`src/rtl/bcd_serial_converter.sv`:
```
// Iterative shift-and-add-3 binary-to-BCD converter with leading-zero blank flags.
// Converts one WIDTH-bit value per Start; results are registered and held between conversions.
module bcd_serial_converter #(
  parameter int unsigned WIDTH  = 16,
  parameter int unsigned DIGITS = 5
) (
  input  logic                  Clock,
  input  logic                  Reset,
  input  logic                  Start,
  input  logic [WIDTH-1:0]      Value,
  output logic                  Busy,
  output logic                  Done,
  output logic [4*DIGITS-1:0]   Digits,
  output logic [DIGITS-1:0]     Blank
);

  localparam int unsigned CW = $clog2(WIDTH + 1);
  localparam int unsigned SW = 4 * DIGITS;
  localparam logic [CW-1:0] LAST_SHIFT = CW'(WIDTH - 1);
  localparam logic [DIGITS-1:0] BLANK_RST = {DIGITS{1'b1}} << 1;

  typedef enum logic [1:0] {
    IDLE,
    SHIFT,
    FINISH
  } state_t;

  state_t          state;
  state_t          state_next;
  logic [WIDTH-1:0] shift_reg;
  logic [SW-1:0]   scratch;
  logic [SW-1:0]   scratch_adj;
  logic [CW-1:0]   count;
  logic [DIGITS-1:0] blank_next;

  // Per-nibble add-3 correction; nibbles never carry into each other.
  always_comb begin
    scratch_adj = scratch;
    for (int unsigned i = 0; i < DIGITS; i++) begin
      if (scratch[4*i +: 4] >= 4'd5) begin
        scratch_adj[4*i +: 4] = scratch[4*i +: 4] + 4'd3;
      end
    end
  end

  // Leading-zero chain from the top digit down; the units digit is never blanked.
  always_comb begin
    blank_next = '0;
    if (DIGITS > 1) begin
      blank_next[DIGITS-1] = (scratch[SW-1 -: 4] == 4'd0);
      for (int unsigned i = DIGITS - 1; i > 1; i--) begin
        blank_next[i-1] = (scratch[4*(i-1) +: 4] == 4'd0) && blank_next[i];
      end
    end
  end

  always_comb begin
    state_next = state;
    case (state)
      IDLE:    if (Start) state_next = SHIFT;
      SHIFT:   if (count == LAST_SHIFT) state_next = FINISH;
      FINISH:  state_next = IDLE;
      default: state_next = IDLE;
    endcase
  end

  always_ff @(posedge Clock or posedge Reset) begin
    if (Reset) begin
      state <= IDLE;
    end else begin
      state <= state_next;
    end
  end

  always_ff @(posedge Clock or posedge Reset) begin
    if (Reset) begin
      shift_reg <= '0;
      scratch   <= '0;
      count     <= '0;
      Done      <= 1'b0;
      Digits    <= '0;
      Blank     <= BLANK_RST;
    end else begin
      Done <= (state == FINISH);
      case (state)
        IDLE: begin
          if (Start) begin
            shift_reg <= Value;
            scratch   <= '0;
            count     <= '0;
          end
        end
        SHIFT: begin
          scratch   <= {scratch_adj[SW-2:0], shift_reg[WIDTH-1]};
          shift_reg <= shift_reg << 1;
          count     <= count + CW'(1);
        end
        FINISH: begin
          Digits <= scratch;
          Blank  <= blank_next;
        end
        default: ;
      endcase
    end
  end

  assign Busy = (state != IDLE);

endmodule

```
`config.mk`:
```
export PLATFORM = sky130hd
export DESIGN_NAME = bcd_serial_converter
export DESIGN_NICKNAME = d
export VERILOG_FILES = /design/src/rtl/bcd_serial_converter.sv
export SDC_FILE = /design/constraint.sdc
export NUM_CORES = 1
export LEC_CHECK = 0
export BUFFER_PORTS_ARGS = -buffer_cell sky130_fd_sc_hd__buf_4
export CAP_MARGIN = 20
export CORE_ASPECT_RATIO = 1.75
export CORE_MARGIN = 8
export CORE_UTILIZATION = 55
export DETAILED_ROUTE_END_ITERATION = 12
export PLACE_DENSITY = 0.79
export SETUP_SLACK_MARGIN = 0.1
export SLEW_MARGIN = 0
export SYNTH_ARGS = -nofsm -noshare
export SYNTH_HDL_FRONTEND = slang
export SYNTH_SLANG_ARGS = --single-unit
```
`constraint.sdc`:
```
create_clock -name Clock -period 2.6 [get_ports Clock]
set_input_delay 0.26 -clock Clock [delete_from_list [all_inputs] [get_ports Clock]]
set_output_delay 0.26 -clock Clock [all_outputs]
set_load 0.005 [all_outputs]
```
Word-level counts from Yosys, hierarchy flattened

Index checks and enable logic that the tools add are counted.
W data, S select, Z words.

Bits in registers: 68
Latch bits: 0
Memory bits (writable): 0
ROM bits: 0
Input port bits: 19
Output and inout bits: 27
Logic and storage cells: 49
Memories: 0

$add $sub $neg: 6
Multiply operators: 0
Div/mod/pow operators: 0
Order comparisons: 5
Equality and inequality tests: 5
Shift-type cells: 0
Mux-type cells: 14
Bitwise logic cells: 0
Reductions and logical operators: 12

Operators by type and width:

| operator              | number |
|---|---|
| $pmux W20 S2          | 1 |
| $pmux W16 S2          | 1 |
| $ge A4 B3 Y1 const B  | 5 |
| $mux W20              | 1 |
| $add A4 B2 Y4 const B | 4 |
| $logic_not A4 Y1      | 4 |
| $mux W16              | 1 |
| $mux W4               | 4 |
| $pmux W5 S2           | 1 |
| $add A5 B1 Y5 const B | 1 |
| $eq A5 B4 Y1 const B  | 1 |
| $mux W5               | 1 |
| $mux W2               | 2 |
| $ne A2 B2 Y1 const B  | 2 |
| $pmux W2 S2           | 1 |
| $reduce_and A2 Y1     | 2 |
| $reduce_bool A2 Y1    | 2 |
| $add A3 B2 Y3 const B | 1 |
| $logic_and A1 B1 Y1   | 3 |
| $mux W3               | 1 |
| $eq A2 B1 Y1 const B  | 1 |
| $eq A2 B2 Y1 const B  | 1 |
| $logic_not A2 Y1      | 1 |

Longest topological paths before layout

Depth in word-level cells: 4
Depth in mapped cells: 7
Depth with buffers taken out: 6

Worst setup path after synthesis

Ideal clock, no wire load.

Path type: register to register
From: reg scratch[16]
To: reg Blank[1]
Setup time: 72 ps
Arrival: 1547 ps
Required time: 2528 ps
Path slack: 982 ps
Stages on the path, launching flop included: 7
Path buffers: 0
Period minus slack after synthesis: 1618 ps
Cells stage by stage: dfrtp_1 inv_1 ha_1 or3b_4 nor4b_4 nand3_1 o21ai_1

Longest elaborated chain between the ends: 4

Ends and longest elaborated chain:

| item                             | RTL line | RTL |
|---|---|---|
| start, declared                  | 31       | `logic [SW-1:0] scratch;` |
| start signal, assigned           | 94       | `scratch <= {scratch_adj[SW-2:0], shift_reg[WIDTH-1]};` |
| $logic_not A4 Y1                 | 50       | `blank_next[DIGITS-1] = (scratch[SW-1 -: 4] == 4'd0);` |
| $logic_and A1 B1 Y1 (3 in a row) | 52       | `blank_next[i-1] = (scratch[4*(i-1) +: 4] == 4'd0) && blank_next[i];` |
| end signal, assigned             | 100      | `Blank <= blank_next;` |
| end, declared                    | 14       | `output logic [DIGITS-1:0] Blank` |

No other way between the ends.
A chain may end at the register's enable or synchronous reset.

Final worst setup path

From: reg state[0]
To: reg scratch[18]

Longest elaborated chain between the ends: 3
Elaborated cells on any way between the ends: 6
Those cells by class: eq/ne (2); mux (1); reduce/logical (3)

Ends and longest elaborated chain:

| item                                                                       | RTL line | RTL |
|---|---|---|
| start, declared                                                            | 28       | `state_t state;` |
| start signal, assigned                                                     | 71       | `state <= state_next;` |
| $eq A2 B1 Y1 / $logic_not A2 Y1 (equally long branches)                    | 85       | `case (state)` |
| $reduce_bool A2 Y1 (no source line) / $ne A2 B2 Y1 (equally long branches) | --       |  |
| $reduce_and A2 Y1 (no source line)                                         | --       |  |

Parallel ways exist; a longest one is shown, timed or not.

==> metrics.md <==
| Metric | Value |
|---|---|
| DP Wirelength | `roughly 4.3 mm` |
| Final core occ | `between 60 and 70%` |
| Avg WL per Cell | `15.1 um` |
| Endpoints failing hold | `0` |
| Reg-to-reg critical path endpoint | `scratch[18]` |
| HP Class | `primary input to async pin` |
| Core Area | `between 0.005 and 0.006 mm2` |
| Hold buffers post-CTS | `0` |
| Slew @ Worst Pin | `0.856 ns` |
| Synth unique cells | `39` |
| Num CTS Buffers | `9` |
| Gate Count Post-Synth | `290` |
| Vias in the first global route | `roughly 2,400` |
| Fill cells | `468` |
| Die Ht | `about 120 um` |
| Drt drc | `0` |
| First-pass GRT wire length | `10.8 mm` |
| Slew headroom | `43.0%` |
| Site row count | `36` |
| Iter 0 DRT Violations | `between 150 and 200` |
| Sequential-to-total area share from yosys stat | `54.3%` |
| CTS Buffer Depth | `2` |
| Hold Slack | `between 0.15 and 0.2 ns` |
| CTS resizes | `0` |
| Leak Pwr | `approximately 1.8 nW` |
| Share of the synthesized area in the top cell type | `51.0%` |
| Routed Antenna Nets | `0` |
| GRT Overall Usage | `16.5%` |
| Synth Net Count | `about 320` |
| Commonest non-fill, non-tap cell in the layout | `dfrtp_1` |
| Worst path top cell family by delay | `flip-flops` |
| Root Buffer | `clkbuf_8` |
| Minimum clock period | `around 1.9 ns` |
| I/O Pins | `between 40 and 50` |
| Port buffer count | `44` |
| Leading area contributor after synthesis | `dfrtp_1` |
| Dpl ws | `approximately 0.75 ns` |
| Setup TNS | `0 ns` |
| Clock tree sinks | `between 60 and 70` |
| Maximum vdd drop | `~570 uV` |
| N_diodes | `0` |
| Die Wd | `~73 um` |
| Post-CTS Setup Inserts | `0` |
| Worst R2R Setup Slack | `approximately 0.73 ns` |
| Grt total ovfl | `0` |
| CTS clk-pin slew, worst paths | `about 0.070 ns` |
| Pin count of the biggest net entering global routing | `69` |
| Number of buffers and inverters on the critical path | `0` |
| Routed WL | `roughly 6.3 mm` |
| Fin. max-slew vios | `0` |
| H-tree Lvls | `3` |
| CP endpoint kind | `register` |
| Mapped cell area | `0.00314 mm2` |
| Final setup viols | `0` |
| PD cells | `between 1000 and 1500 mW/mm2` |
| Critical-path cell list | `nor2_1 -> or2_1 -> a22o_2` |
| Area Growth Syn to Fin | `20.4%` |
| Synthesis warning total | `0` |
| Nets | `roughly 370` |
| Max_cap viols | `0` |
| Worst clock skew | `around 0.0051 ns` |
| Via count | `about 2,300` |
| Router iterations before antenna repair | `4` |
| Initial antenna violation count | `0` |
| CP Data Arrival Time | `2.11 ns` |
| Status | `finished, final reports clean` |
| Initial core utilization | `between 50% and 60%` |
| Vias/cell | `5.49` |
| Final WS setup | `a little over 0.7 ns` |
| Worst skew pair latency | `around 0.34 ns` |
| Share of layout cells above drive strength 1 | `between 20% and 30%` |
| Routability cong. | `roughly 0.80` |
| Worst path required time | `2.84 ns` |
| CP Max Fanout | `26` |
| Slowest-stage cell, CP | `dfrtp_1` |
| #FFs+latches synth | `68` |
| CP peak stage delay | `about 0.71 ns` |
| Startpoint Class | `register` |
| Avg Cell Area, Syn | `10.8 um2` |
| RSZ-0062 raised after global routing | `no` |
| Synth area leaders | `dfrtp_1, o21ai_0, ha_1` |
| Most frequent cells in the layout | `dfrtp_1, buf_4, o21ai_0, nand2_1, a21oi_1` |
| WS Path Type | `register to register` |
| CTS tree | `done` |
| FMAX | `about 0.53 GHz` |
| Die area | `0.00848 mm2` |
| R2R cell count | `3` |
| Final period util | `a little over 70%` |
| RR Startpoint | `state[0]` |
==> cell usage after synthesis, drive strengths merged <==
master,count
a21o,1
dfrtp,64
o21ai,37
mux2i,5
xor2,1
or2,2
a32o,5
or3b,1
buf,14
nand2,34
dfstp,4
o31ai,5
nand3,2
nand2b,6
nor4b,1
nor2,4
and3b,6
ha,13
clkbuf,4
or2b,1
nor3,2
o32ai,1
xnor2,5
nor2b,2
and3,1
a21oi,15
a22oi,9
inv,13
nor3b,3
a22o,7
o22ai,9
and2,1
mux2,11
conb,1
==> worst max-delay path by stage <==
stage	start	end	slack, ns	cells past startpoint
floorplan	Reset	Digits[0]	0.64	1
global placement	state[0]	scratch[18]	0.80	3
detailed placement	state[0]	count[2]	0.75	4
CTS	state[0]	count[2]	0.73	4
global route	state[0]	count[2]	0.55	4
finish	state[0]	scratch[18]	0.73	3
==> power by group <==
| group | switching (mW) | internal (mW) | leakage, nW |
|---|---|---|---|
| sequential | 0.300 | 1.41 | 0.882 |
| combinational | 0.782 | 0.777 | 0.829 |
| clock | 0.377 | 0.688 | 0.127 |
| total | 1.46 | 2.88 | 1.84 |
==> cells by family after synthesis <==
logic type | count (synthesis) | synth area share, %
compound gates | 89 | 17.5
xor+xnor | 6 | 1.67
fa+ha+maj | 13 | 5.18
buf+inv | 31 | 4.30
flops | 68 | 54.3
mux | 16 | 5.54
other cells | 1 | 0.119
simple gates | 66 | 11.3
==> layout make-up <==
| class | instances | area [um2] | area share, % |
|---|---|---|---|
| Sequential cell | 68 | 1710 | 45.1 |
| Multi-Input combinational cell | 191 | 1300 | 34.3 |
| Timing Repair Buffer | 51 | 383 | 10.1 |
| Clock buffer | 12 | 155 | 4.10 |
| Clock inverter | 4 | 95.1 | 2.51 |
| Tap cell | 76 | 95.1 | 2.51 |
| Inverter | 13 | 48.8 | 1.29 |
==> worst reg2reg max path: stages (launching register included) <==
cell and delay, ns:
dfrtp_1 0.71, nor2_1 0.12, or2_1 0.55, a22o_2 0.39
==> through the flow <==
| step | cell area [um2] | std cells | power (mW) |
|---|---|---|---|
| 2_1_floorplan | 3140 | 290 | 2.84 |
| 3_3_place_gp | 3530 | 399 | 3.21 |
| 6_report | 3780 | 415 | 4.33 |
| 5_1_grt | 3780 | 415 | 4.65 |
| 4_1_cts | 3780 | 415 | 4.38 |
| 3_5_place_dp | 3530 | 399 | 3.29 |
==> routing by layer <==
layer	global-route usage, %	wire length, um	up-vias
li1	-	-	1112
met3	6.24	326	10
met5	0	0	-
met2	27.4	3200	51
met1	17.5	2580	1104
met4	9.14	148	0
(Power assumes the default switching activity.)
